### config.mk
export PLATFORM = sky130hd
export DESIGN_NAME = excess3_result_display_flat
export DESIGN_NICKNAME = d
export VERILOG_FILES = /design/src/rtl/excess3_result_display_if.sv /design/src/rtl/excess3_result_display.sv /design/src/flat_wrapper.sv
export SDC_FILE = /design/constraint.sdc
export NUM_CORES = 1
export LEC_CHECK = 0
export BUFFER_PORTS_ARGS = -buffer_cell sky130_fd_sc_hd__buf_2
export CAP_MARGIN = 20
export CORE_ASPECT_RATIO = 1.25
export CORE_MARGIN = 3
export CORE_UTILIZATION = 35
export DETAILED_ROUTE_END_ITERATION = 7
export GPL_TIMING_DRIVEN = 1
export MAX_ROUTING_LAYER = met4
export PLACE_DENSITY = 0.54
export SETUP_SLACK_MARGIN = 0.1
export SYNTH_ARGS = -nofsm -noshare
export SYNTH_HDL_FRONTEND = slang
export SYNTH_SLANG_ARGS = --single-unit
export TNS_END_PERCENT = 50
### constraint.sdc
create_clock -name clk -period 5.3 [get_ports clk]
set_input_delay 0.795 -clock clk [delete_from_list [all_inputs] [get_ports clk]]
set_output_delay 0.795 -clock clk [all_outputs]
set_load 0.01 [all_outputs]
### src/rtl/excess3_result_display_if.sv
// Capture/display bundle between the Excess-3 adder side and the result display.
interface excess3_result_display_if;
  logic       load;
  logic       clr;
  logic [3:0] sum_x3;
  logic       cout;
  logic [6:0] seg;
  logic [1:0] an;
  logic       dig_err;
  logic       valid;

  modport master (output load, clr, sum_x3, cout, input seg, an, dig_err, valid);
  modport slave  (input load, clr, sum_x3, cout, output seg, an, dig_err, valid);
endinterface

### src/rtl/excess3_result_display.sv
// Latches an Excess-3 sum/carry and scans it onto a 2-digit active-low 7-segment display.
// Define ERR_BLINK_EN to blank the display during the upper half of each 64-frame period on errors.
module excess3_result_display #(
  parameter int REFRESH_W = 16
) (
  input logic                        clk,
  input logic                        rst_n,
  excess3_result_display_if.slave    bus
);
  localparam logic [6:0] SEG_BLANK = 7'b1111111;
  localparam logic [6:0] SEG_E     = 7'b0000110;
  localparam logic [6:0] SEG_ONE   = 7'b1111001;

  typedef enum logic [1:0] {IDLE, SCAN_U, SCAN_T} state_t;

  state_t               state_q, state_d;
  logic [REFRESH_W-1:0] cnt_q, cnt_d;
  logic [3:0]           sum_q, sum_d;
  logic                 cout_q, cout_d;
  logic                 valid_q, valid_d;
  logic                 err_q, err_d;
  logic [6:0]           seg_q, seg_d;
  logic [1:0]           an_q, an_d;
  logic                 tick;
  logic [6:0]           units_seg;
  logic [6:0]           tens_seg;
`ifdef ERR_BLINK_EN
  logic [5:0]           frame_q, frame_d;
`endif

  function automatic logic illegal_x3(input logic [3:0] code);
    return (code < 4'd3) || (code > 4'd12);
  endfunction

  function automatic logic [6:0] bcd_to_seg(input logic [3:0] bcd);
    case (bcd)
      4'd0:    return 7'b1000000;
      4'd1:    return 7'b1111001;
      4'd2:    return 7'b0100100;
      4'd3:    return 7'b0110000;
      4'd4:    return 7'b0011001;
      4'd5:    return 7'b0010010;
      4'd6:    return 7'b0000010;
      4'd7:    return 7'b1111000;
      4'd8:    return 7'b0000000;
      4'd9:    return 7'b0010000;
      default: return SEG_E;
    endcase
  endfunction

  assign tick      = &cnt_q;
  assign units_seg = err_q ? SEG_E : bcd_to_seg(sum_q - 4'd3);
  assign tens_seg  = cout_q ? SEG_ONE : SEG_BLANK;

  always_comb begin
    state_d = state_q;
    cnt_d   = cnt_q;
    sum_d   = sum_q;
    cout_d  = cout_q;
    valid_d = valid_q;
    err_d   = err_q;
    seg_d   = SEG_BLANK;
    an_d    = 2'b11;
`ifdef ERR_BLINK_EN
    frame_d = frame_q;
`endif

    // Scan sequencing; the counter naturally wraps to zero on tick.
    case (state_q)
      IDLE: begin
        cnt_d = '0;
        if (bus.load) state_d = SCAN_U;
      end
      SCAN_U: begin
        cnt_d = cnt_q + REFRESH_W'(1);
        an_d  = 2'b10;
        seg_d = units_seg;
        if (tick) state_d = SCAN_T;
      end
      SCAN_T: begin
        cnt_d = cnt_q + REFRESH_W'(1);
        an_d  = 2'b01;
        seg_d = tens_seg;
        if (tick) begin
          state_d = SCAN_U;
`ifdef ERR_BLINK_EN
          frame_d = frame_q + 6'd1;
`endif
        end
      end
      default: state_d = IDLE;
    endcase

`ifdef ERR_BLINK_EN
    if (err_q && frame_q[5]) seg_d = SEG_BLANK;
`endif

    if (bus.load) begin
      sum_d   = bus.sum_x3;
      cout_d  = bus.cout;
      valid_d = 1'b1;
      err_d   = illegal_x3(bus.sum_x3);
    end

    // Clear wins over a coincident load.
    if (bus.clr) begin
      state_d = IDLE;
      cnt_d   = '0;
      sum_d   = '0;
      cout_d  = 1'b0;
      valid_d = 1'b0;
      err_d   = 1'b0;
      seg_d   = SEG_BLANK;
      an_d    = 2'b11;
`ifdef ERR_BLINK_EN
      frame_d = '0;
`endif
    end
  end

  always_ff @(posedge clk or negedge rst_n) begin
    if (!rst_n) begin
      state_q <= IDLE;
      cnt_q   <= '0;
      sum_q   <= '0;
      cout_q  <= 1'b0;
      valid_q <= 1'b0;
      err_q   <= 1'b0;
      seg_q   <= SEG_BLANK;
      an_q    <= 2'b11;
`ifdef ERR_BLINK_EN
      frame_q <= '0;
`endif
    end else begin
      state_q <= state_d;
      cnt_q   <= cnt_d;
      sum_q   <= sum_d;
      cout_q  <= cout_d;
      valid_q <= valid_d;
      err_q   <= err_d;
      seg_q   <= seg_d;
      an_q    <= an_d;
`ifdef ERR_BLINK_EN
      frame_q <= frame_d;
`endif
    end
  end

  assign bus.seg     = seg_q;
  assign bus.an      = an_q;
  assign bus.dig_err = err_q;
  assign bus.valid   = valid_q;
endmodule

### src/flat_wrapper.sv
// flat-port wrapper written by rule: the top's interface ports become plain ports
module excess3_result_display_flat 
#(
  parameter int REFRESH_W = 16
)
  (clk, rst_n, bus_load, bus_clr, bus_sum_x3, bus_cout, bus_seg, bus_an, bus_dig_err, bus_valid);
  excess3_result_display_if bus_i ();
  input logic clk;
  input logic rst_n;
  input wire logic [$bits(bus_i.load)-1:0] bus_load;
  input wire logic [$bits(bus_i.clr)-1:0] bus_clr;
  input wire logic [$bits(bus_i.sum_x3)-1:0] bus_sum_x3;
  input wire logic [$bits(bus_i.cout)-1:0] bus_cout;
  output wire logic [$bits(bus_i.seg)-1:0] bus_seg;
  output wire logic [$bits(bus_i.an)-1:0] bus_an;
  output wire logic [$bits(bus_i.dig_err)-1:0] bus_dig_err;
  output wire logic [$bits(bus_i.valid)-1:0] bus_valid;
  assign bus_i.load = bus_load;
  assign bus_i.clr = bus_clr;
  assign bus_i.sum_x3 = bus_sum_x3;
  assign bus_i.cout = bus_cout;
  assign bus_seg = bus_i.seg;
  assign bus_an = bus_i.an;
  assign bus_dig_err = bus_i.dig_err;
  assign bus_valid = bus_i.valid;
  excess3_result_display #(.REFRESH_W(REFRESH_W)) u_core (.clk(clk), .rst_n(rst_n), .bus(bus_i));
endmodule
# Yosys cells after proc, flatten, opt, wreduce, memory -nomap -nowiden
# Memories as Yosys holds them, arrays and structs flattened.
# Cells that the tools add are included.
op_classes:
  reduce_logical: 7
  n_lt_le_gt_ge: 2
  addsub: 2
  n_mux: 21
  n_eq_ne: 5
op_table:
  columns: ["op", "n"]
  rows:
  - ["case mux 16 bit (2 select lines)", 1]
  - ["adder 16 x 1 -> 16 bit, second input constant", 1]
  - ["2-to-1 mux 16 bit", 1]
  - ["AND reduction 16 bit", 1]
  - ["2-to-1 mux 7 bit", 2]
  - ["case mux 7 bit (2 select lines)", 1]
  - ["2-to-1 mux 2 bit", 5]
  - ["2-to-1 mux 4 bit", 2]
  - ["2-to-1 mux 1 bit", 6]
  - ["inequality test 3 x 2 -> 1 bit, second input constant", 2]
  - ["case mux 2 bit (3 select lines)", 1]
  - ["greater-than comparator 4 bit, second input constant", 1]
  - ["< comparator 4 x 2 -> 1 bit, second input constant", 1]
  - ["case mux 2 bit (2 select lines)", 1]
  - ["subtractor 4 x 2 -> 4 bit, second input constant", 1]
  - ["2-to-1 mux 3 bit", 1]
  - ["inequality test 3 bit, second input constant", 1]
  - ["AND reduction 3 bit", 1]
  - ["nonzero test 3 bit", 1]
  - ["== test 2 x 1 -> 1 bit, second input constant", 1]
  - ["== test 2 bit, second input constant", 1]
  - ["logical NOT 2 bit", 1]
  - ["nonzero test 2 bit", 1]
  - ["OR reduction 2 bit", 1]
  - ["logical OR 1 bit", 1]
word_totals:
  regBits: 34
  input_bits: 9
  wordCells: 46
  memories: 1
  romBits: 112
mem_list:
  columns: ["memory", "words", "width", "rd", "rd_clocked_by_memory_dff", "wr", "line_no", "rtl"]
  rows:
  - ["(name not given)", 16, 7, 1, 0, 0, "excess3_result_display.sv:36", "case (bcd)"]

# Depth between registers and ports, before layout
# Gate-level depths: netlist of run 1.
# An unclocked memory read counts as a cell.
logic_depth:
  word_depth: 5
  ltp_mapped: 7

# Worst setup path after synthesis of run 1
# Ideal clock, no wire load.
synth_timing:
  kind: "input to register"
  start: "input bus_load"
  end: "register u_core.state_q[1]"
  setup_time_ps: 82
  arrival_time_ps: 1783
  path_slack_ps: 3435
  stages: 4
  cell_sequence: "clkbuf_1 nor2b_1 or4_1 a31oi_1"
synth_via:
  elab_chain_cells: 2
synth_lines:
  columns: ["item", "line_no", "rtl"]
  rows:
  - ["from (decl)", "flat_wrapper.sv:10", "input wire logic [$bits(bus_i.load)-1:0] bus_load;"]
  - ["inequality test 3 bit (no source line)", null, null]
  - ["AND reduction 3 bit (no source line)", null, null]
  - ["to (signal assigned)", "excess3_result_display.sv:135", "state_q <= state_d;"]
  - ["to (decl)", "excess3_result_display.sv:16", "state_t state_q, state_d;"]
# No other way between the ends.
# A chain may end at the register's enable or synchronous reset.

# Final worst setup path of run 1
layout_timing:
  start: "register u_core.sum_q[0]"
  end: "register u_core.seg_q[2], in the netlist u_core.bus.seg[2]"
layout_via:
  elab_chain_cells: 5
layout_lines:
  columns: ["item", "line_no", "rtl"]
  rows:
  - ["from (decl)", "excess3_result_display.sv:18", "logic [3:0] sum_q, sum_d;"]
  - ["from (signal assigned)", "excess3_result_display.sv:137", "sum_q <= sum_d;"]
  - ["subtractor 4 x 2 -> 4 bit", "excess3_result_display.sv:52", "assign units_seg = err_q ? SEG_E : bcd_to_seg(sum_q - 4'd3);"]
  - ["memory (16 x 7 bit)", null, null]
  - ["2-to-1 mux 7 bit", "excess3_result_display.sv:52", null]
  - ["case mux 7 bit (2 select lines)", "excess3_result_display.sv:69", "case (state_q)"]
  - ["2-to-1 mux 7 bit", "excess3_result_display.sv:106", "if (bus.clr) begin"]
  - ["net u_core.seg_d[2]", "excess3_result_display.sv:22", "logic [6:0] seg_q, seg_d;"]
  - ["to (signal assigned)", "excess3_result_display.sv:141", "seg_q <= seg_d;"]
  - ["to (decl)", "excess3_result_display.sv:22", null]
# The timed path passes the listed nets, and every way through them passes these cells.

==> impl_metrics.tcl, run 1 <==
set metrics [dict create \
    rrSetupSlack_ns 3.26 \
    end_kind "register" \
    initial_core_util_pct 36.4 \
    hold_viol_final 0 \
    avgSynthCellArea_um2 9.34 \
    max_clock_freq_ghz 0.491 \
    clock_skew_ns 0.00722 \
    setup_viol 0 \
    grt_overflow 0 \
    p_leak_nw 0.974 \
    fillers 573 \
    r2r_end "u_core.bus.seg[2]$_DFF_PN1_" \
    place_congestion 0.727 \
    synth_ff_type "dfrtp_1" \
    slew-limit-headroom_pct 48.7 \
    synth_edf_count 0 \
    ctsResizeCount 0 \
    path_clk_slew_ns 0.07 \
    crit_required_ns 5.51 \
    routed_wl_um 4250 \
    cp-endpoint "u_core.bus.seg[2]$_DFF_PN1_" \
    cts_sinks 34 \
    vias_per_cell 5.58 \
    io_buffers 19 \
    chipHeight_um 90.1 \
    worstHoldPathType "register to register" \
    nets 253 \
    ys_seq_elements 34 \
    ys_top_cells_by_count "30 x o21ai_0, 25 x dfrtp_1, 16 x nand2_1" \
    synthArstFlopShare_pct 100 \
    insertion_delay_ns 0.28 \
    h-tree-depth 2 \
    hpwl_um 2950 \
    post-cts-setup-buffers 0 \
    critPathMaxFanout 11 \
    cts_tree "yes" \
    drc 0 \
    finalSetupTns_ns 0 \
    reg2reg_depth 5 \
    synth_most_common_cell "o21ai_0" \
    die_area_um2 6600 \
    peakVddDrop_mv 0.108 \
    placed_cell_area_um2 2130 \
    synth.top_cells.by_area "dfrtp_1 32%, dfstp_2 12%, ha_1 8.2%" \
    syn-num-nets 234 \
    synthCells 212 \
    final_antenna_net_count 0 \
    startpoint "u_core.sum_q[0]$_DFFE_PN0P_" \
    r2r-start "u_core.sum_q[0]$_DFFE_PN0P_" \
    path_class "register to register" \
    synthDominantCellAreaShare_pct 31.6 \
    antenna_found_initial 0 \
    cap_violations 0 \
    numCtsBuffers 5 \
    core_um2 5440 \
    worstMarginPinSlew_ns 0.770 \
    netlist_area_um2 1980 \
    status "completed" \
    antenna_cells 0 \
    grt_pass1_wl_um 6980 \
    final_util_pct 40.9 \
    die_x_um 73.3 \
    boundaryPins 20 \
    crit_arrival_ns 2.25 \
    synth_area_leader_cell "dfrtp_1" \
    wl_per_cell_um 14.3 \
    syn2layout_area_growth_pct 12.4 \
    startpoint_type "register" \
    synth.distinct_cells 41 \
    via_count 1652 \
    fin_area_um2 2230 \
    drtPass1Iterations 4 \
    track_usage_pct 13.8 \
    drive_gt1_share_pct 19.8 \
    drt-initial-drc-count 67 \
    rsz0062_at_grt "false" \
    slew_violations 0 \
    cts_root_buffer "clkbuf_8" \
    rows 30 \
    grt_max_degree 35 \
    clockBufferDepth 2 \
    power_density_nw_per_um2 292 \
    min_period_ns 2.04 \
    seq_area_frac_synth_pct 43.5 \
    hold_buffers 0 \
    grt_pass1_vias 1488 \
    fin_crit_sh_pct 38.5 \
    multi_input_area_um2 1050 \
    regArea_um2 862 \
    ys_warn_count 0 \
]
-- flip-flops by register name (all words and copies together), names as in the netlist --
signal,cells
u_core.cout_q,1
u_core.bus.an,2
u_core.state_q,2
u_core.sum_q,4
u_core.bus.dig_err,1
u_core.cnt_q,16
u_core.bus.valid,1
u_core.bus.seg,7
-- cells by family after synthesis --
group | after synthesis | synth area share (%)
buf+inv | 17 | 3.35
compound gates | 68 | 20.6
mux | 8 | 4.11
xor+xnor | 3 | 1.33
fa+ha+maj | 13 | 8.21
flops | 34 | 43.5
simple gates | 69 | 18.9
-- layout by cell type (no fill, tap or decap), types with 8 or more instances in the layout --
master	instances
inv_1	8
buf_2	19
dfstp_2	9
a21oi_1	13
nor2_1	15
dfrtp_1	25
o21ai_0	30
ha_1	13
nand2_1	16
-- worst min-delay path by stage --
stage	from	to	slack, ns	cells after the start
CTS	u_core.cnt_q[14]$_DFFE_PN0P_	u_core.cnt_q[14]$_DFFE_PN0P_	0.49	1
floorplan	u_core.cnt_q[14]$_DFFE_PN0P_	u_core.cnt_q[14]$_DFFE_PN0P_	0.45	1
finish	u_core.cnt_q[14]$_DFFE_PN0P_	u_core.cnt_q[14]$_DFFE_PN0P_	0.49	1
detailed placement	u_core.cnt_q[14]$_DFFE_PN0P_	u_core.cnt_q[14]$_DFFE_PN0P_	0.48	1
global placement	u_core.cnt_q[6]$_DFFE_PN0P_	u_core.cnt_q[6]$_DFFE_PN0P_	0.47	1
global route	u_core.cnt_q[14]$_DFFE_PN0P_	u_core.cnt_q[14]$_DFFE_PN0P_	0.50	1
-- layout make-up --
cell class | count | share of cell area (%)
multi-input cells | 161 | 47.3
flip-flops and latches | 34 | 38.7
repair buffers | 21 | 4.95
clock buffers | 7 | 3.88
well taps | 64 | 3.60
inverters | 8 | 1.35
clock inverters | 1 | 0.225
-- worst max-delay path, cell delays in order (launching register included) --
cell	delay (ns)
dfrtp_1	0.51
ha_1	0.36
xnor2_1	0.57
nor2_1	0.11
mux2_2	0.29
a21oi_1	0.14
-- report_power, final --
group          leakage, nW  internal [W]  switching [W]  total, W
Sequential           0.437      0.000288      0.0000133  0.000302
Clock               0.0482      0.000105      0.0000948  0.000200
Combinational        0.489     0.0000563      0.0000926  0.000149
-- per-stage QoR --
step                std cells  total power [W]  hold WS [ns]  worst slack, ns
floorplan                 212         0.000405         0.445             3.44
global placement          287         0.000455         0.473             3.04
detailed placement        287         0.000456         0.475             3.00
CTS                       295         0.000658         0.488             3.09
global route              296         0.000691         0.505             3.10
finish                    296         0.000650         0.490             3.26
-- routing by layer --
| layer | up-vias | track usage, % | part of all wire, % |
|---|---|---|---|
| met3 | 8 | 3.36 | 4.3 |
| met4 | 0 | 4.62 | 2.0 |
| met5 | - | - | 0 |
| met1 | 804 | 17.4 | 44 |
| li1 | 813 | - | - |
| met2 | 27 | 21.3 | 50 |
No activity file was read; power rests on OpenSTA's default activity.
==> run 2: changes to the inputs <==
--- a/config.mk
+++ b/config.mk
@@ -5,6 +5,7 @@
 export SDC_FILE = /design/constraint.sdc
 export NUM_CORES = 1
 export LEC_CHECK = 0
+export ABC_AREA = 1
 export BUFFER_PORTS_ARGS = -buffer_cell sky130_fd_sc_hd__buf_2
 export CAP_MARGIN = 20
 export CORE_ASPECT_RATIO = 1.25
==> constraint.sdc (replaced) <==
create_clock -name clk -period 1.9 [get_ports clk]
set_input_delay 0.285 -clock clk [delete_from_list [all_inputs] [get_ports clk]]
set_output_delay 0.285 -clock clk [all_outputs]
set_load 0.01 [all_outputs]
==> impl_metrics.tcl, run 2 <==
set metrics [dict create \
    io_buffers 19 \
    grt_pass1_vias 1611 \
    use_met3_pct 3.01 \
    swShare_pct 35.2 \
    drc 0 \
    routed_wl_um 4110 \
    ys_top_cells_by_count "66 x nand2_1, 29 x nor2_1, 26 x inv_1" \
    post-cts-setup-buffers 0 \
    avgSynthCellArea_um2 7.86 \
    path_class "register to register" \
    path_cells "inv_1 -> ha_1 -> nor2_1 -> nand2_4 -> inv_2 -> nand2_1 -> nand2_1 -> a21oi_2 -> nor2_1" \
    netlist_area_um2 2000 \
    slew-limit-headroom_pct 50.1 \
    cts_root_buffer "clkbuf_8" \
    fin_area_um2 2250 \
    grt_overflow 0 \
    rows 30 \
    hold_viol_final 0 \
    cts_sinks 34 \
    synthCells 254 \
    gr-usage-met2_pct 23.3 \
    synthDominantCellAreaShare_pct 31.3 \
    final_cell_mix "66 x nand2_1, 29 x nor2_1, 26 x inv_1" \
    nets 301 \
    status "completed" \
    grt_max_degree 35 \
    ys_seq_elements 34 \
    p_comb_share_pct 31.0 \
    synth_ff_type "dfrtp_1" \
    final_common_cell "nand2_1" \
    p_leak_nw 1.02 \
    syn-num-nets 276 \
    setup_viol 0 \
    via_count 1650 \
    fillers 574 \
    clockBufferDepth 2 \
    end_kind "register" \
    worstMarginPinSlew_ns 0.749 \
    chipHeight_um 90.4 \
    dp_cells 336 \
    h-tree-depth 2 \
    pwr-share-seq_pct 43.4 \
    clockPowerShare_pct 25.6 \
    slowest_delay_ns 0.42 \
    die_x_um 73.5 \
    wl_per_cell_um 12.0 \
    synth_most_common_cell "nand2_1" \
    slew_violations 0 \
    power_density_nw_per_um2 967 \
    peakVddDrop_mv 0.396 \
    rsz0062_at_grt "false" \
    ctsResizeCount 0 \
    syn2layout_area_growth_pct 12.8 \
    cap_violations 0 \
    finalSetupTns_ns 0 \
    cts_tree "yes" \
    die_area_um2 6650 \
    min_period_ns 1.66 \
    startpoint_type "register" \
    drt-initial-drc-count 91 \
    track_usage_pct 14.1 \
    fin_cells 344 \
    synth.top_cells.by_area "dfrtp_1 31%, nand2_1 12%, dfstp_2 12%" \
    antenna_cells 0 \
    synth.distinct_cells 30 \
    top_register "u_core.cnt_q" \
    max_clock_freq_ghz 0.603 \
    p_int_w 0.00141 \
    numCtsBuffers 5 \
    r2r-start "u_core.state_q[0]$_DFFE_PN0P_" \
    crit_arrival_ns 1.88 \
    final_util_pct 41.1 \
    synth_area_leader_cell "dfrtp_1" \
    startpoint "u_core.state_q[0]$_DFFE_PN0P_" \
    fin_crit_sh_pct 87.3 \
    multi_input_area_um2 1000 \
    synth_edf_count 0 \
    synthArstFlopShare_pct 100 \
    cp_num_buf_inv 2 \
    core_um2 5480 \
    drtPass1Iterations 4 \
    crit_required_ns 2.12 \
    hold_buffers 0 \
    switchingPower_w 0.000767 \
    placed_cell_area_um2 2160 \
    grt_pass1_wl_um 7240 \
    largest_register_ffs 16 \
    ys_warn_count 0 \
    crit_slowest_cell "dfrtp_1" \
    initial_core_util_pct 36.4 \
    grt_util_met1_pct 17.0 \
    cpLargestDelayFamily "simple AND/OR/NAND/NOR gates" \
    worstHoldPathType "input port to async pin" \
    final_antenna_net_count 0 \
    drive_gt1_share_pct 18.9 \
    place_congestion 0.884 \
    hpwl_um 3080 \
    boundaryPins 20 \
    critPathMaxFanout 9 \
    insertion_delay_ns 0.29 \
    regArea_um2 862 \
    vias_per_cell 4.80 \
    clock_skew_ns 0.0122 \
    grt-busiest-layer "met2" \
    path_clk_slew_ns 0.08 \
    seq_area_frac_synth_pct 43.2 \
    antenna_found_initial 0 \
    power_w 0.00218 \
]
[run 2: cell types whose count changed after synthesis, sizes merged, moves of 4 or more]
| cell | change |
|---|---|
| a21oi | -7 |
| a31oi | -7 |
| a41oi | -4 |
| and3 | -6 |
| clkbuf | -7 |
| inv | +22 |
| mux2i | -7 |
| nand2 | +57 |
| nand2b | -5 |
| nand3 | +15 |
| nor2 | +19 |
| o211ai | -4 |
| o21ai | -9 |
| o22ai | +6 |
[run 2: final timing paths]
kind                                                      to  slack (ns)  cells after the start
worst min-delay path            u_core.cnt_q[12]$_DFFE_PN0P_        0.06                      1
max in group asynchronous        u_core.cnt_q[3]$_DFFE_PN0P_        1.35                      1
worst max-delay path            u_core.cnt_q[13]$_DFFE_PN0P_        0.24                      9
worst max register to register  u_core.cnt_q[13]$_DFFE_PN0P_        0.24                      9
min in group clk                   u_core.cout_q$_DFFE_PN0P_        0.25                      3
worst min register to register  u_core.bus.valid$_DFFE_PN0P_        0.50                      2
[run 2: per-stage QoR]
| step | worst slack [ns] | hold slack (ns) |
|---|---|---|
| final | 0.242 | 0.0626 |
| after global routing | 0.114 | 0.133 |
| after CTS | 0.234 | 0.0994 |
| after detailed placement | 0.257 | 0.416 |
| after global placement | 0.301 | 0.410 |
| after floorplan | 0.426 | -0.0106 |
[run 2: power by group through the flow]
stage / Sequential, W / Clock (W) / Combinational, W
after floorplan: 0.000995 / 0 / 0.000451
after global placement: 0.000955 / 0 / 0.000685
after detailed placement: 0.000960 / 0 / 0.000681
after CTS: 0.000948 / 0.000577 / 0.000687
after global routing: 0.000961 / 0.000598 / 0.000782
final: 0.000944 / 0.000558 / 0.000675
[run 2: per-layer routing]
| layer | up-vias | routed length [um] |
|---|---|---|
| met5 | - | 0 |
| met4 | 0 | 55 |
| met3 | 5 | 120 |
| met2 | 21 | 2100 |
| met1 | 752 | 1830 |
| li1 | 872 | - |
[run 2: cell type report]
cell class / instances / area share (%)
multi-input combinational: 188 / 44.6
sequential: 34 / 38.3
inverter: 31 / 5.28
timing repair buffer: 19 / 4.22
clock buffer: 7 / 3.84
tap: 64 / 3.56
clock inverter: 1 / 0.222
[run 2: cell families (layout without fill, tap and decap cells)]
kind of cell | count (synthesis) | in the layout | synth area share, %
AO/OA/AOI/OAI | 39 | 39 | 11.2
XOR/XNOR | 1 | 1 | 0.439
adder cells (fa/ha/maj) | 13 | 13 | 8.15
buffers and inverters | 32 | 58 | 6.52
flip-flops | 34 | 34 | 43.2
AND/OR/NAND/NOR | 135 | 135 | 30.5
[run 2: worst register-to-register path: stages (launching register included)]
cell and delay, ns:
dfrtp_1 0.42, inv_1 0.10, ha_1 0.35, nor2_1 0.20, nand2_4 0.11, inv_2 0.16
nand2_1 0.07, nand2_1 0.08, a21oi_2 0.03, nor2_1 0.08
==> run 3: changes to the inputs <==
--- a/config.mk
+++ b/config.mk
@@ -13,6 +13,7 @@
 export CORE_UTILIZATION = 35
 export DETAILED_ROUTE_END_ITERATION = 7
 export GPL_TIMING_DRIVEN = 1
+export HOLD_SLACK_MARGIN = 0.15
 export MAX_ROUTING_LAYER = met4
 export PLACE_DENSITY = 0.54
 export SETUP_SLACK_MARGIN = 0.1
==> impl_metrics.tcl, run 3 (synthesized netlist as in run 2, its figures left out) <==
set metrics [dict create \
    max_clock_freq_ghz 0.603 \
    drive_gt1_share_pct 18.9 \
    fin_cells 345 \
    power_density_nw_per_um2 964 \
    worstHoldPathType "input port to register" \
    core_um2 5480 \
    final_cell_mix "66 x nand2_1, 29 x nor2_1, 26 x inv_1" \
    crit_slowest_cell "dfrtp_1" \
    rsz0062_at_grt "false" \
    peakVddDrop_mv 0.396 \
    post-cts-setup-buffers 0 \
    cap_violations 0 \
    hold_viol_final 0 \
    slew_violations 0 \
    insertion_delay_ns 0.29 \
    path_cells "inv_1 -> ha_1 -> nor2_1 -> nand2_4 -> inv_2 -> nand2_1 -> nand2_1 -> a21oi_2 -> nor2_1" \
    dp_cells 336 \
    path_class "register to register" \
    finalSetupTns_ns 0 \
    cts_tree "yes" \
    pwr-share-seq_pct 43.3 \
    syn2layout_area_growth_pct 13.3 \
    critPathMaxFanout 9 \
    via_count 1653 \
    drt-initial-drc-count 82 \
    holdWs_ns 0.245 \
    fin_crit_sh_pct 87.3 \
    grt_overflow 0 \
    startpoint_type "register" \
    place_congestion 0.884 \
    rows 30 \
    fillers 573 \
    final_util_pct 41.3 \
    final_antenna_net_count 0 \
    setup_viol 0 \
    ctsResizeCount 0 \
    cts_sinks 34 \
    clock_skew_ns 0.0122 \
    grt_pass1_wl_um 7240 \
    initial_core_util_pct 36.4 \
    final_common_cell "nand2_1" \
    hpwl_um 3080 \
    cp_num_buf_inv 2 \
    chipHeight_um 90.4 \
    grt_max_degree 35 \
    switchingPower_w 0.000768 \
    track_usage_pct 14.1 \
    crit_arrival_ns 1.88 \
    crit_required_ns 2.12 \
    vias_per_cell 4.79 \
    wl_per_cell_um 11.9 \
    cpLargestDelayFamily "simple AND/OR/NAND/NOR gates" \
    boundaryPins 20 \
    numCtsBuffers 5 \
    drc 0 \
    die_x_um 73.5 \
    min_period_ns 1.66 \
    antenna_found_initial 0 \
    slowest_delay_ns 0.42 \
    path_clk_slew_ns 0.08 \
    routed_wl_um 4120 \
    worstMarginPinSlew_ns 0.750 \
    p_leak_nw 1.03 \
    top_register "u_core.cnt_q" \
    p_comb_share_pct 31.0 \
    cts_root_buffer "clkbuf_8" \
    drtPass1Iterations 4 \
    clockPowerShare_pct 25.6 \
    slew-limit-headroom_pct 50.0 \
    nets 302 \
    status "completed" \
    die_area_um2 6650 \
    io_buffers 19 \
    h-tree-depth 2 \
    swShare_pct 35.2 \
    clockBufferDepth 2 \
    p_int_w 0.00141 \
    end_kind "register" \
    largest_register_ffs 16 \
    grt_pass1_vias 1611 \
    antenna_cells 0 \
]
[run 3: area by class of cell]
cell class                 instances  area (um2)  area share [%]
multi-input combinational        188        1000            44.4
timing repair buffer              20         105            4.65
sequential                        34         862            38.1
inverter                          31         119            5.26
clock inverter                     1        5.00           0.221
tap                               64        80.1            3.54
clock buffer                       7        86.3            3.82
[run 3: final timing paths]
check / startpoint / endpoint / slack (ns) / cells past startpoint
worst max-delay path: u_core.state_q[0]$_DFFE_PN0P_ / u_core.cnt_q[13]$_DFFE_PN0P_ / 0.24 / 9
worst min-delay path: bus_cout / u_core.cout_q$_DFFE_PN0P_ / 0.25 / 3
worst max register to register: u_core.state_q[0]$_DFFE_PN0P_ / u_core.cnt_q[13]$_DFFE_PN0P_ / 0.24 / 9
worst min register to register: u_core.bus.valid$_DFFE_PN0P_ / u_core.bus.valid$_DFFE_PN0P_ / 0.50 / 2
max in group asynchronous: rst_n / u_core.cnt_q[3]$_DFFE_PN0P_ / 0.81 / 2
min in group asynchronous: rst_n / u_core.cnt_q[12]$_DFFE_PN0P_ / 0.60 / 2
[run 3: metrics by stage]
stage / total power (W) / instance area, um2 / worst slack [ns]
3_5_place_dp: 0.00164 / 2160 / 0.257
6_report: 0.00218 / 2260 / 0.241
5_1_grt: 0.00234 / 2260 / 0.114
3_3_place_gp: 0.00164 / 2160 / 0.301
2_1_floorplan: 0.00145 / 2000 / 0.426
4_1_cts: 0.00221 / 2260 / 0.234
[run 3: what timing repair did]
| item | 4_1_cts | 5_1_grt |
|---|---|---|
| hold buffers | 1 | 0 |
| endpoints found under the hold margin | 25 | 0 |
| endpoints found under the setup margin | 0 | 0 |
[run 3: worst register-to-register path, cell delays in order (launching register included)]
cell     delay (ns)
dfrtp_1        0.42
inv_1          0.10
ha_1           0.35
nor2_1         0.20
nand2_4        0.11
inv_2          0.16
nand2_1        0.07
nand2_1        0.08
a21oi_2        0.03
nor2_1         0.08
[run 3: layer usage]
metal | GRT usage, % | vias to the layer above | share of wire (%)
li1 | - | 874 | -
met1 | 17.0 | 753 | 45
met2 | 23.3 | 21 | 51
met3 | 3.01 | 5 | 2.8
met4 | 4.08 | 0 | 1.3
met5 | - | - | 0
[run 3: power by group through the flow]
stage	clock network, W	registers, W	logic [W]
final	0.000559	0.000944	0.000677
after global routing	0.000598	0.000961	0.000784
after CTS	0.000577	0.000948	0.000689
after detailed placement	0	0.000960	0.000681
after global placement	0	0.000955	0.000685
after floorplan	0	0.000995	0.000451
